File: config.mk
export PLATFORM = sky130hd
export DESIGN_NAME = conv_window_reader
export DESIGN_NICKNAME = d
export VERILOG_FILES = /design/src/rtl/conv_window_reader_pkg.sv /design/src/rtl/conv_window_reader_addr_gen.sv /design/src/rtl/conv_window_reader.sv
export SDC_FILE = /design/constraint.sdc
export NUM_CORES = 1
export LEC_CHECK = 0
export BUFFER_PORTS_ARGS = -buffer_cell sky130_fd_sc_hd__buf_2
export CAP_MARGIN = 20
export CORE_MARGIN = 8
export CORE_UTILIZATION = 40
export CTS_CLUSTER_DIAMETER = 120
export DETAILED_ROUTE_END_ITERATION = 10
export PLACE_DENSITY_LB_ADDON = 0.2
export SLEW_MARGIN = 20
export SYNTH_ARGS = -nofsm -noshare
export SYNTH_HDL_FRONTEND = slang
export SYNTH_SLANG_ARGS = --single-unit
File: constraint.sdc
create_clock -name clk -period 2.64 [get_ports clk]
set_input_delay 0.132 -clock clk [delete_from_list [all_inputs] [get_ports clk]]
set_output_delay 0.132 -clock clk [all_outputs]
set_load 0.005 [all_outputs]
File: src/rtl/conv_window_reader_pkg.sv
// Shared definitions for the conv window reader: default geometry, FSM states, helpers.
package conv_window_reader_pkg;

  localparam int WIDTH_DEF      = 16;
  localparam int ADDR_WIDTH_DEF = 13;
  localparam int IMG_W_DEF      = 32;
  localparam int IMG_H_DEF      = 32;
  localparam int K_DEF          = 5;
  localparam int WIN_BITS       = K_DEF * K_DEF * WIDTH_DEF;

  typedef enum logic [2:0] {
    IDLE,
    FETCH,
    DRAIN,
    PRESENT,
    DONE
  } state_e;

  // Bits needed to hold indices 0..n-1 (at least one bit).
  function automatic int cnt_bits(input int n);
    return (n <= 2) ? 1 : $clog2(n);
  endfunction

endpackage

File: src/rtl/conv_window_reader_addr_gen.sv
// Window/pixel counters and read-address generation for conv_window_reader.
// WINDOW_REUSE_EN: windows with c > 0 fetch only their new right-hand column.
module win_addr_gen
  import conv_window_reader_pkg::*;
#(
  parameter int ADDR_WIDTH = ADDR_WIDTH_DEF,
  parameter int IMG_W      = IMG_W_DEF,
  parameter int IMG_H      = IMG_H_DEF,
  parameter int K          = K_DEF,
  parameter int CNT_W      = cnt_bits((IMG_W > IMG_H) ? IMG_W : IMG_H)
) (
  input  logic                  clk,
  input  logic                  rst_n,
  input  logic                  load_i,
  input  logic [ADDR_WIDTH-1:0] base_i,
  input  logic                  fetch_i,
  input  logic                  advance_i,
  output logic [ADDR_WIDTH-1:0] rd_addr_o,
  output logic                  rd_en_o,
  output logic [CNT_W-1:0]      pix_i_o,
  output logic [CNT_W-1:0]      pix_j_o,
  output logic                  last_read_o,
  output logic                  last_window_o,
  output logic                  shift_o
);

`ifdef WINDOW_REUSE_EN
  localparam bit REUSE = 1'b1;
`else
  localparam bit REUSE = 1'b0;
`endif

  localparam logic [ADDR_WIDTH-1:0] STRIDE = ADDR_WIDTH'(IMG_W);
  localparam logic [CNT_W-1:0]      K_LAST = CNT_W'(K - 1);
  localparam logic [CNT_W-1:0]      R_LAST = CNT_W'(IMG_H - K);
  localparam logic [CNT_W-1:0]      C_LAST = CNT_W'(IMG_W - K);

  logic [CNT_W-1:0]      r_q, r_d, c_q, c_d, i_q, i_d, j_q, j_d;
  logic [ADDR_WIDTH-1:0] row_org_q, row_org_d;  // address of pixel (r, 0)
  logic [ADDR_WIDTH-1:0] win_org_q, win_org_d;  // address of pixel (r, c)
  logic [ADDR_WIDTH-1:0] row_ptr_q, row_ptr_d;  // address of pixel (r+i, c)
  logic                  col_wrap;
  logic [CNT_W-1:0]      j_first;

  assign col_wrap = (c_q == C_LAST);
  assign j_first  = (REUSE && (c_q != '0)) ? K_LAST : '0;

  // NOTE: every signal assigned here gets a default first, so no path can infer a latch.
  always_comb begin
    r_d       = r_q;
    c_d       = c_q;
    i_d       = i_q;
    j_d       = j_q;
    row_org_d = row_org_q;
    win_org_d = win_org_q;
    row_ptr_d = row_ptr_q;
    if (load_i) begin
      r_d       = '0;
      c_d       = '0;
      i_d       = '0;
      j_d       = '0;
      row_org_d = base_i;
      win_org_d = base_i;
      row_ptr_d = base_i;
    end else if (fetch_i) begin
      if (j_q == K_LAST) begin
        j_d       = j_first;
        i_d       = (i_q == K_LAST) ? '0 : i_q + 1'b1;
        row_ptr_d = row_ptr_q + STRIDE;
      end else begin
        j_d = j_q + 1'b1;
      end
    end else if (advance_i) begin
      i_d = '0;
      if (col_wrap) begin
        c_d       = '0;
        r_d       = r_q + 1'b1;
        row_org_d = row_org_q + STRIDE;
        win_org_d = row_org_q + STRIDE;
        row_ptr_d = row_org_q + STRIDE;
        j_d       = '0;
      end else begin
        c_d       = c_q + 1'b1;
        win_org_d = win_org_q + 1'b1;
        row_ptr_d = win_org_q + 1'b1;
        j_d       = REUSE ? K_LAST : '0;
      end
    end
  end

  // NOTE: sequential state uses non-blocking assignments so all flops see pre-edge values.
  always_ff @(posedge clk or negedge rst_n) begin
    if (!rst_n) begin
      r_q       <= '0;
      c_q       <= '0;
      i_q       <= '0;
      j_q       <= '0;
      row_org_q <= '0;
      win_org_q <= '0;
      row_ptr_q <= '0;
    end else begin
      r_q       <= r_d;
      c_q       <= c_d;
      i_q       <= i_d;
      j_q       <= j_d;
      row_org_q <= row_org_d;
      win_org_q <= win_org_d;
      row_ptr_q <= row_ptr_d;
    end
  end

  assign rd_addr_o     = row_ptr_q + ADDR_WIDTH'(j_q);
  assign rd_en_o       = fetch_i;
  assign pix_i_o       = i_q;
  assign pix_j_o       = j_q;
  assign last_read_o   = (i_q == K_LAST) && (j_q == K_LAST);
  assign last_window_o = (r_q == R_LAST) && col_wrap;
  assign shift_o       = REUSE && advance_i && !col_wrap;

endmodule

File: src/rtl/conv_window_reader.sv
// Walks every KxK window of a row-major feature map and assembles each into one wide word.
// WINDOW_REUSE_EN: reuse K-1 columns between horizontally adjacent windows.
module conv_window_reader
  import conv_window_reader_pkg::*;
#(
  parameter int WIDTH      = WIDTH_DEF,
  parameter int ADDR_WIDTH = ADDR_WIDTH_DEF,
  parameter int IMG_W      = IMG_W_DEF,
  parameter int IMG_H      = IMG_H_DEF,
  parameter int K          = K_DEF
) (
  input  logic                  clk,
  input  logic                  rst_n,
  input  logic                  start,
  input  logic [ADDR_WIDTH-1:0] base_addr,
  output logic [ADDR_WIDTH-1:0] rd_addr,
  output logic                  rd_en,
  input  logic [WIDTH-1:0]      rd_data,
  output logic [K*K*WIDTH-1:0]  win_data,
  output logic                  win_valid,
  input  logic                  win_ready,
  output logic                  busy,
  output logic                  done
);

  localparam int CNT_W = cnt_bits((IMG_W > IMG_H) ? IMG_W : IMG_H);

  state_e               state_q, state_d;
  logic                 load, fetch, advance;
  logic                 last_read, last_window, shift;
  logic [CNT_W-1:0]     pix_i, pix_j;
  logic                 cap_vld_q;
  logic [CNT_W-1:0]     cap_i_q, cap_j_q;
  logic [K*K*WIDTH-1:0] win_q;

  win_addr_gen #(
    .ADDR_WIDTH(ADDR_WIDTH),
    .IMG_W     (IMG_W),
    .IMG_H     (IMG_H),
    .K         (K),
    .CNT_W     (CNT_W)
  ) u_addr_gen (
    .clk          (clk),
    .rst_n        (rst_n),
    .load_i       (load),
    .base_i       (base_addr),
    .fetch_i      (fetch),
    .advance_i    (advance),
    .rd_addr_o    (rd_addr),
    .rd_en_o      (rd_en),
    .pix_i_o      (pix_i),
    .pix_j_o      (pix_j),
    .last_read_o  (last_read),
    .last_window_o(last_window),
    .shift_o      (shift)
  );

  always_comb begin
    state_d = state_q;
    load    = 1'b0;
    fetch   = 1'b0;
    advance = 1'b0;
    unique case (state_q)
      IDLE: begin
        if (start) begin
          load    = 1'b1;
          state_d = FETCH;
        end
      end
      FETCH: begin
        fetch = 1'b1;
        if (last_read) state_d = DRAIN;
      end
      DRAIN:   state_d = PRESENT;
      PRESENT: begin
        if (win_ready) begin
          if (last_window) begin
            state_d = DONE;
          end else begin
            advance = 1'b1;
            state_d = FETCH;
          end
        end
      end
      DONE:    state_d = IDLE;
      default: state_d = IDLE;
    endcase
  end

  always_ff @(posedge clk or negedge rst_n) begin
    if (!rst_n) state_q <= IDLE;
    else        state_q <= state_d;
  end

  // Pixels land one cycle after their read; the (i,j) tag travels with them.
  always_ff @(posedge clk or negedge rst_n) begin
    if (!rst_n) begin
      cap_vld_q <= 1'b0;
      cap_i_q   <= '0;
      cap_j_q   <= '0;
      // NOTE: the window register is reset on purpose; a fresh pass must never expose stale pixels.
      win_q     <= '0;
    end else begin
      cap_vld_q <= fetch;
      cap_i_q   <= pix_i;
      cap_j_q   <= pix_j;
`ifdef WINDOW_REUSE_EN
      if (shift) begin
        for (int i = 0; i < K; i++) begin
          for (int j = 0; j < K - 1; j++) begin
            win_q[(i*K+j)*WIDTH +: WIDTH] <= win_q[(i*K+j+1)*WIDTH +: WIDTH];
          end
        end
      end
`endif
      for (int i = 0; i < K; i++) begin
        for (int j = 0; j < K; j++) begin
          if (cap_vld_q && (cap_i_q == CNT_W'(i)) && (cap_j_q == CNT_W'(j))) begin
            win_q[(i*K+j)*WIDTH +: WIDTH] <= rd_data;
          end
        end
      end
    end
  end

`ifndef WINDOW_REUSE_EN
  logic unused_shift;
  assign unused_shift = shift;
`endif

  assign win_data  = win_q;
  assign win_valid = (state_q == PRESENT);
  assign busy      = (state_q == FETCH) || (state_q == DRAIN) || (state_q == PRESENT);
  assign done      = (state_q == DONE);

endmodule
==> metrics.md, run 1 <==
| Metric | Value |
|---|---|
| DRC violations left | 0 |
| Worst endpoint required time | 2.51 ns |
| NumNets Final | ~1,900 |
| F_max | 381 MHz |
| Syn Std Cell Area | between 15,000 and 20,000 µm² |
| CTS tree | built |
| FF-to-FF End | u_addr_gen.pix_i_o[2] |
| Post-route ant nets | 0 |
| Area delta synth->final | 25.3% |
| Max incr delay on CP | 0.42 ns |
| Min setup slack post-route | about 0.017 ns |
| Clk_lat worst skew | 0.59 ns |
| RD Place Congestion | 0.866 |
| Worst path most repeated cell | a21oi_2 |
| Slew Viols, Final | 0 |
| H-tree Lvls | 2 |
| Crit path DAT | 2.49 ns |
| Syn avg cell area | 13.9 µm² |
| Sequential fraction of the synthesis area | between 60% and 70% |
| Total global routing overflow | 0 |
| CTS Sinks | 473 |
| Utilization after layout | 50.8% |
| Post-synth EDFFs | 0 |
| Worst r2r src | u_addr_gen.pix_j_o[0] |
| Buf/Inv on CP | 1 |
| First-pass GRT wire length | 90,100 µm |
| Top FF cell, synth | dfrtp_1 |
| Worst path top cell family by delay | adder cells |
| DP Area | approximately 22,000 µm² |
| Starting density of the core | ~41% |
| RSZ-0062 raised after global routing | yes |
| Total die area | roughly 56,000 µm² |
| Clock transition at path regs | 0.06 ns |
| Area of the multi-input gates | 7120 µm² |
| I/O Pins | 450 |
| HP Class | input port to async pin |
| WL final | roughly 60,000 µm |
| Count of state elements after synthesis | 473 |
| Mapped Nets | 1,436 |
| Slew margin rel. | a little over half |
| Commonest cells after routing, fill and taps aside | dfrtp_1, buf_2, mux2_2 |
| Drt wl/cell | about 24 µm |
| Layout cell share with drive strength beyond 1 | 53.5% |
| Root cell of the clock tree | clkbuf_16 |
| Largest net degree at the start of global routing | 78 |
| Finish-stage setup viols | 0 |
| Leading cell type in the layout, fill and taps excluded | dfrtp_1 |
| Setup TNS | 0 ns |
| Hold WS | roughly 0.058 ns |
| Max cap viols | 0 |
| Post-DP HPWL | 43,900 µm |
| Worst-Margin Slew | 0.700 ns |
| Die Ht | 236 µm |
| Tot Pwr | 28.9 mW |
| Max Root-Sink Buffers | 3 |
| Tot GR Track Use | 21.1% |
| Worst Skew | 0.0202 ns |
| Ys async rst share | 100% |
| Final Hold Violating Endpoints | 0 |
| Final non-filler cell total | 2,510 |
| Path depth of the worst reg2reg path | 7 |
| Post-route cell area | 24,200 µm² |
| Core Area | 47,700 µm² |
| Starting DRT DRC Count | approximately 740 |
| Crit start category | register |
| Flop2flop setup slack | 0.30 ns |
| CP Max Fanout | 4 |
| WP depth | 8 |
| FP Rows | 80 |
| PwrDens | approximately 1200 nW/µm² |
| DP Cell Count | 2,406 |
| Mapped Cells | 1,388 |
| Critical path class | register to output pin |
| Fillers | 4,233 |
| Die X | ~240 µm |
| P_leak | about 12 nW |
| Fin crit share | 99.3% |
| Status | finished clean |
| DP Worst Slack | between 0.3 and 0.4 ns |
| CP max-delay cell | dfrtp_1 |
| Vias in the first global route | 13,308 |
| Min Clock Period, post-route | 2.62 ns |
| Library cells used by synthesis | 70 |
| VDD IR max | 0.603 mV |
| Area taken by flip-flops and latches | between 10,000 and 15,000 µm² |
| Critical path capture point type | output pin |
| DR pass1 iterations | 5 |
| Port bufs | roughly 450 |
| Yosys warns | 0 |
| ANT cells | 0 |
| Vias/cell | around 5.2 |
| Vias | 13,144 |
| Initial antenna violation count | 0 |
| Critical path cell sequence | ha_4 -> fa_2 -> a21oi_2 -> o21bai_2 -> a21oi_2 -> nand2b_4 -> xnor2_2 -> buf_2 |
| Number of CTS-inserted buffers | 50 |
## Yosys cell counts, drive strengths merged (5+ instances only)
cell	number	area, µm²
xor2	20	175
a21oi	38	198
nand4	7	43.8
nand2	87	352
xnor2	17	149
or3	6	37.5
mux2	400	4500
buf	35	224
a31oi	5	31.3
inv	13	48.8
clkbuf	51	191
nor3	15	91.3
and3	5	31.3
nor2	67	302
dfrtp	473	11800
o21ai	33	165
nand3	27	140
ha	14	175
## where the power goes
group          total [mW]  internal, mW  leakage (nW)  switching (mW)
sequential           12.1          10.2          5.83            1.88
combinational        9.76          4.92          5.06            4.84
clock                7.08          4.22         0.832            2.86
## what timing repair did
| action | CTS | global route |
|---|---|---|
| pin swaps | 1 | 6 |
| endpoints found under the setup margin | 7 | 7 |
| hold endpoints to repair | 363 | 0 |
| setup buffers | 1 | 1 |
| resized for setup | 4 | 12 |
| hold buffers | 16 | 0 |
## layout make-up
class                           instances  share of cell area (%)
Sequential cell                       473                    48.8
Multi-Input combinational cell        816                    29.4
Timing Repair Buffer                  507                    11.5
Clock buffer                           76                    6.39
Tap cell                              615                    3.17
Clock inverter                         10                   0.506
Inverter                               13                   0.201
## registers in the layout, summed over array words and instances, names as in the netlist
register / cells
cap_i_q: 5
cap_j_q: 5
cap_vld_q: 1
state_q: 3
u_addr_gen.c_q: 5
u_addr_gen.pix_i_o: 5
u_addr_gen.pix_j_o: 5
u_addr_gen.r_q: 5
u_addr_gen.row_org_q: 13
u_addr_gen.row_ptr_q: 13
u_addr_gen.win_org_q: 13
win_data: 400
## worst max path at each step
stage | startpoint | endpoint | slack [ns]
after floorplan | cap_i_q[2] | win_data[102] | 0.76
after global placement | u_addr_gen.pix_j_o[0] | rd_addr[6] | 0.47
after detailed placement | u_addr_gen.pix_j_o[1] | u_addr_gen.pix_i_o[2] | 0.36
after CTS | u_addr_gen.pix_j_o[0] | rd_addr[8] | -0.01
after global routing | u_addr_gen.pix_j_o[0] | rd_addr[8] | -0.11
final | u_addr_gen.row_ptr_q[0] | rd_addr[8] | 0.02
## cell families (layout without fill, tap and decap cells)
| kind of cell | Yosys count | in the layout | share of synthesized area [%] |
|---|---|---|---|
| xor gates and xnor gates | 37 | 37 | 1.68 |
| DFF | 473 | 473 | 61.2 |
| buffers and inverters | 99 | 606 | 2.40 |
| and+or+nand+nor | 250 | 250 | 6.79 |
| adders and majority gates | 15 | 15 | 1.01 |
| muxes | 404 | 404 | 23.5 |
| AOI/OAI and AO/OA | 110 | 110 | 3.45 |
## metal layers
metal | up-vias | GRT usage, % | routed length (µm)
li1 | 5823 | - | -
met4 | 0 | 7.48 | 2230
met3 | 104 | 5.13 | 3780
met5 | - | 0 | 0
met2 | 386 | 36.2 | 30100
met1 | 6831 | 25.6 | 24100
Power figures use the tool's default switching activity.
==> run 2: changes to the inputs <==
--- a/config.mk
+++ b/config.mk
@@ -8,5 +8,5 @@
 export BUFFER_PORTS_ARGS = -buffer_cell sky130_fd_sc_hd__buf_2
 export CAP_MARGIN = 20
-export CORE_MARGIN = 8
+export CORE_MARGIN = 5
 export CORE_UTILIZATION = 40
 export CTS_CLUSTER_DIAMETER = 120
==> constraint.sdc (replaced) <==
create_clock -name clk -period 2.64 [get_ports clk]
set_input_delay 0.396 -clock clk [delete_from_list [all_inputs] [get_ports clk]]
set_output_delay 0.396 -clock clk [all_outputs]
set_load 0.005 [all_outputs]
==> metrics.md, run 2 (synthesis gave the netlist of run 1 again) <==
| Metric | Value |
|---|---|
| HP Class | input port to register |
| Starting DRT DRC Count | about 630 |
| DP Worst Slack | 0.245 ns |
| F_max | 350 MHz |
| I/O Pins | 450 |
| Total global routing overflow | 0 |
| First-pass GRT wire length | between 80,000 and 90,000 µm |
| Setup TNS | -0.730 ns |
| Critical path cell sequence | ha_4 -> fa_2 -> a21oi_2 -> o21bai_2 -> a21oi_2 -> nand2b_4 -> xnor2_2 -> buf_2 |
| Failing checks | negative setup slack |
| DP Area | around 22,000 µm² |
| CP max-delay cell | dfrtp_1 |
| RD Place Congestion | between 0.8 and 0.9 |
| Min setup slack post-route | -0.218 ns |
| Total die area | between 50,000 and 60,000 µm² |
| NumNets Final | ~1,900 |
| CP Max Fanout | 4 |
| Clock share of power | 25.4% |
| DRC violations left | 0 |
| Initial antenna violation count | 0 |
| Min Clock Period, post-route | 2.86 ns |
| Flop2flop setup slack | 0.41 ns |
| Die X | 230 µm |
| Worst endpoint required time | 2.24 ns |
| WL final | 58,200 µm |
| CTS Sinks | 473 |
| Drt wl/cell | 23.2 µm |
| Area delta synth->final | 25.8% |
| Worst r2r src | u_addr_gen.pix_j_o[1] |
| VDD IR max | 0.630 mV |
| Post-DP HPWL | 41,700 µm |
| FF-to-FF End | u_addr_gen.row_ptr_q[12] |
| Fin crit share | 108% |
| Sequential share of power | 40.9% |
| DR pass1 iterations | 5 |
| Port bufs | 449 |
| Slew Viols, Final | 0 |
| Cell internal pwr | about 20 mW |
| Slew margin rel. | 45.8% |
| Max incr delay on CP | between 0.4 and 0.5 ns |
| Worst-Margin Slew | 0.811 ns |
| Die Ht | approximately 230 µm |
| Max Root-Sink Buffers | 3 |
| ANT cells | 0 |
| Crit start category | register |
| H-tree Lvls | 2 |
| Hold Path Origin | base_addr[4] |
| Combinational cell fraction of total power | 33.6% |
| Critical path capture point type | output pin |
| PwrDens | 1200 nW/µm² |
| Post-route cell area | 24,300 µm² |
| Crit path DAT | 2.46 ns |
| P_leak | 11.8 nW |
| Net switching power | approximately 9.6 mW |
| Hold path cells | 3 |
| Vias | approximately 13,000 |
| Commonest cells after routing, fill and taps aside | dfrtp_1, buf_2, mux2_2 |
| Vias/cell | 5.25 |
| Post-route ant nets | 0 |
| Worst Skew | between 0.02 and 0.03 ns |
| Sw frac | between 30% and 40% |
| Hold Crit Endpoint | u_addr_gen.row_org_q[4] |
| Max cap viols | 0 |
| Vias in the first global route | 13,414 |
| Root cell of the clock tree | clkbuf_16 |
| Core Area | 47,700 µm² |
| Critical path class | register to output pin |
| CTS tree | built |
| Finish-stage setup viols | 4 |
| Max FFs per register | 400 |
| Number of CTS-inserted buffers | 50 |
| Status | complete, but fails checks |
| Clk_lat worst skew | roughly 0.59 ns |
| Worst path most repeated cell | a21oi_2 |
| RSZ-0062 raised after global routing | yes |
| FP Rows | 80 |
| Layout cell share with drive strength beyond 1 | a little over half |
| Leading cell type in the layout, fill and taps excluded | dfrtp_1 |
| Clock transition at path regs | 0.06 ns |
| Largest net degree at the start of global routing | 67 |
| Path depth of the worst reg2reg path | 8 |
| Starting density of the core | 40.5% |
| Tot GR Track Use | between 20% and 30% |
| Final Hold Violating Endpoints | 0 |
| Tot Pwr | around 29 mW |
==> run 2: cell count changes in the layout (fill, tap and decap cells not counted), moves of 2 or more <==
cell and change:
buf_12 +5, buf_4 +2, bufinv_16 +5, clkbuf_1 -4, clkbuf_8 -8, clkinv_2 +8, clkinvlp_4 +2, dlygate4sd3_1 -13
ha_1 -3, ha_2 +2, inv_6 +2
==> run 2: layout make-up <==
class | instances | area [µm²]
multi-input cells | 816 | 7140
repair buffers | 501 | 2780
flip-flops and latches | 473 | 11800
inverters | 13 | 48.8
clock buffers | 63 | 1400
clock inverters | 28 | 358
fillers | 4178 | 23400
well taps | 615 | 769
==> run 2: metrics by stage <==
step / util, % / hold slack, ns / instances
2_1_floorplan: - / 0.100 / 1388
3_3_place_gp: 47.0 / 0.417 / 2411
3_5_place_dp: 47.0 / 0.418 / 2411
4_1_cts: 50.9 / 0.0120 / 2508
5_1_grt: 51.0 / 0.0382 / 2509
6_report: 51.0 / 0.0447 / 2509
==> run 2: how the worst max path moves through the flow <==
stage,start,cells past startpoint,end,slack [ns]
floorplan,u_addr_gen.pix_j_o[0],7,rd_addr[6],0.50
global placement,u_addr_gen.pix_j_o[0],8,rd_addr[8],0.26
detailed placement,u_addr_gen.pix_j_o[0],8,rd_addr[8],0.25
CTS,u_addr_gen.pix_j_o[0],8,rd_addr[8],-0.21
global route,u_addr_gen.row_ptr_q[0],8,rd_addr[8],-0.33
finish,u_addr_gen.row_ptr_q[0],8,rd_addr[8],-0.22
==> run 2: routing by layer <==
layer | vias up | share of wire [%] | global-route usage, % | wire length, µm
met4 | 0 | 3.6 | 7.12 | 2090
met1 | 6815 | 40 | 27.2 | 23300
met5 | - | 0 | 0 | 0
met3 | 98 | 5.2 | 4.15 | 3010
met2 | 403 | 51 | 37.9 | 29700
li1 | 5846 | - | - | -
==> run 2: worst max-delay path, delay by kind of cell (launching register included) <==
kind	cells	cell delay, ns
DFF	1	0.42
xor gates and xnor gates	1	0.10
and+or+nand+nor	1	0.18
buffers and inverters	1	0.13
AOI/OAI and AO/OA	3	0.50
adders and majority gates	2	0.54
==> run 2: timing repair <==
| action | 4_1_cts | 5_1_grt |
|---|---|---|
| buffers inserted | 3 | 1 |
| endpoints found under the setup margin | 8 | 10 |
| hold buffers | 3 | 0 |
| pin swaps | 9 | 5 |
| resized for setup | 14 | 7 |
| hold endpoints to repair | 54 | 0 |
==> run 2: power by group through the flow <==
stage          Clock [mW]  Combinational [mW]  Sequential, mW
4_1_cts              7.61                9.94            11.9
5_1_grt              7.91                10.7            12.3
6_report             7.42                9.83            12.0
2_1_floorplan           0                4.70            12.0
3_3_place_gp            0                9.64            11.9
3_5_place_dp            0                9.78            12.1
==> run 3: changes to the inputs <==
Settings changed: SKIP_CTS_REPAIR_TIMING set to 1.
==> metrics.md, run 3 (synthesis gave the netlist of run 1 again) <==
| Metric | Value |
|---|---|
| Status | complete, but fails checks |
| Failing checks | negative setup slack |
| Min Clock Period, post-route | 2.87 ns |
| Worst Skew | 0.0282 ns |
| CP Max Fanout | 4 |
| Worst-Margin Slew | between 0.8 and 0.9 ns |
| VDD IR max | 0.628 mV |
| Max FFs per register | 400 |
| Critical path class | register to output pin |
| Starting density of the core | ~41% |
| NumNets Final | 1,900 |
| Die Ht | 230 µm |
| Slew Viols, Final | 0 |
| Largest net degree at the start of global routing | 67 |
| Die X | 230 µm |
| Net switching power | 9.60 mW |
| H-tree Lvls | 2 |
| Initial antenna violation count | 0 |
| Final Hold Violating Endpoints | 0 |
| RD Place Congestion | 0.865 |
| Area delta synth->final | 25.7% |
| Clk_lat worst skew | 0.59 ns |
| Critical path capture point type | output pin |
| Sequential share of power | 41.0% |
| Port bufs | 449 |
| Vias/cell | around 5.2 |
| P_leak | 11.7 nW |
| Starting DRT DRC Count | 682 |
| PwrDens | ~1200 nW/µm² |
| HP Class | input port to register |
| Number of CTS-inserted buffers | 50 |
| DR pass1 iterations | 5 |
| Core Area | about 48,000 µm² |
| Commonest cells after routing, fill and taps aside | dfrtp_1, buf_2, mux2_2 |
| Crit start category | register |
| Root cell of the clock tree | clkbuf_16 |
| Clock transition at path regs | 0.06 ns |
| Setup TNS | -0.868 ns |
| Finish-stage setup viols | 5 |
| Fillers | around 4,200 |
| Fin crit share | 109% |
| RSZ-0062 raised after global routing | yes |
| DRC violations left | 0 |
| First-pass GRT wire length | slightly below 90,000 µm |
| Max cap viols | 0 |
| Tot GR Track Use | 21.6% |
| WL final | 58,200 µm |
| Clock share of power | 25.4% |
| Leading cell type in the layout, fill and taps excluded | dfrtp_1 |
| Layout cell share with drive strength beyond 1 | 54.6% |
| ANT cells | 0 |
| Post-DP HPWL | 41,700 µm |
| Vias in the first global route | approximately 13,000 |
| Post-route ant nets | 0 |
| Drt wl/cell | between 20 and 25 µm |
| CTS Sinks | approximately 470 |
| Cell internal pwr | 19.6 mW |
| Crit path DAT | 2.48 ns |
| CTS tree | built |
| I/O Pins | 450 |
| Min setup slack post-route | -0.232 ns |
| Worst endpoint required time | 2.24 ns |
| Total global routing overflow | 0 |
| Sw frac | 32.8% |
| Hold WS | 0.0251 ns |
| FP Rows | 80 |
| F_max | 348 MHz |
| Max Root-Sink Buffers | 3 |
| Total die area | 52,900 µm² |
| Vias | 13,128 |
| Combinational cell fraction of total power | roughly 34% |
| Slew margin rel. | 46.2% |
==> run 3: cell type report <==
| cell class | count | area (µm²) | share of cell area [%] |
|---|---|---|---|
| flip-flops and latches | 473 | 11800 | 48.7 |
| well taps | 615 | 769 | 3.17 |
| clock buffers | 63 | 1400 | 5.76 |
| repair buffers | 498 | 2750 | 11.3 |
| clock inverters | 28 | 358 | 1.47 |
| multi-input cells | 816 | 7140 | 29.4 |
| inverters | 13 | 48.8 | 0.201 |
==> run 3: critical path: stages (launching register included) <==
cell and delay, ns:
dfrtp_1 0.42, ha_4 0.18, fa_2 0.37, a21oi_2 0.18, o21bai_2 0.10, a21oi_2 0.23, nand2b_1 0.15, xnor2_1 0.12
buf_2 0.13
==> run 3: worst paths after layout <==
kind,start,to,slack [ns],cells past startpoint
setup / recovery,u_addr_gen.row_ptr_q[0],rd_addr[8],-0.23,8
min in group asynchronous,rst_n,win_data[212],0.39,2
hold / removal,base_addr[3],u_addr_gen.row_org_q[3],0.03,3
max in group asynchronous,rst_n,win_data[0],1.45,4
hold reg to reg,u_addr_gen.pix_i_o[4],cap_i_q[4],0.45,0
setup reg to reg,u_addr_gen.pix_j_o[1],u_addr_gen.row_ptr_q[12],0.40,8
==> run 3: power groups by stage <==
| stage | Clock (mW) | Combinational, mW | Sequential, mW |
|---|---|---|---|
| finish | 7.42 | 9.83 | 12.0 |
| global route | 7.91 | 10.7 | 12.3 |
| CTS | 7.61 | 9.82 | 11.9 |
| detailed placement | 0 | 9.78 | 12.1 |
| global placement | 0 | 9.64 | 11.9 |
| floorplan | 0 | 4.70 | 12.0 |
==> run 3: per-stage QoR <==
step | util, % | setup WS, ns | instances | total power [mW] | cell area (µm²)
5_1_grt | 50.9 | -0.369 | 2506 | 30.9 | 24300
6_report | 50.9 | -0.232 | 2506 | 29.2 | 24300
3_5_place_dp | 47.0 | 0.245 | 2411 | 21.9 | 22400
4_1_cts | 50.7 | -0.408 | 2502 | 29.4 | 24200
3_3_place_gp | 47.0 | 0.255 | 2411 | 21.6 | 22400
2_1_floorplan | - | 0.502 | 1388 | 16.7 | 19300
==> run 3: routing by layer <==
layer	vias to the layer above	share of wire, %	GRT usage (%)
li1	5836	-	-
met1	6806	40	27.2
met4	0	3.7	7.12
met3	105	5.1	4.15
met5	-	0	0
met2	381	51	37.8
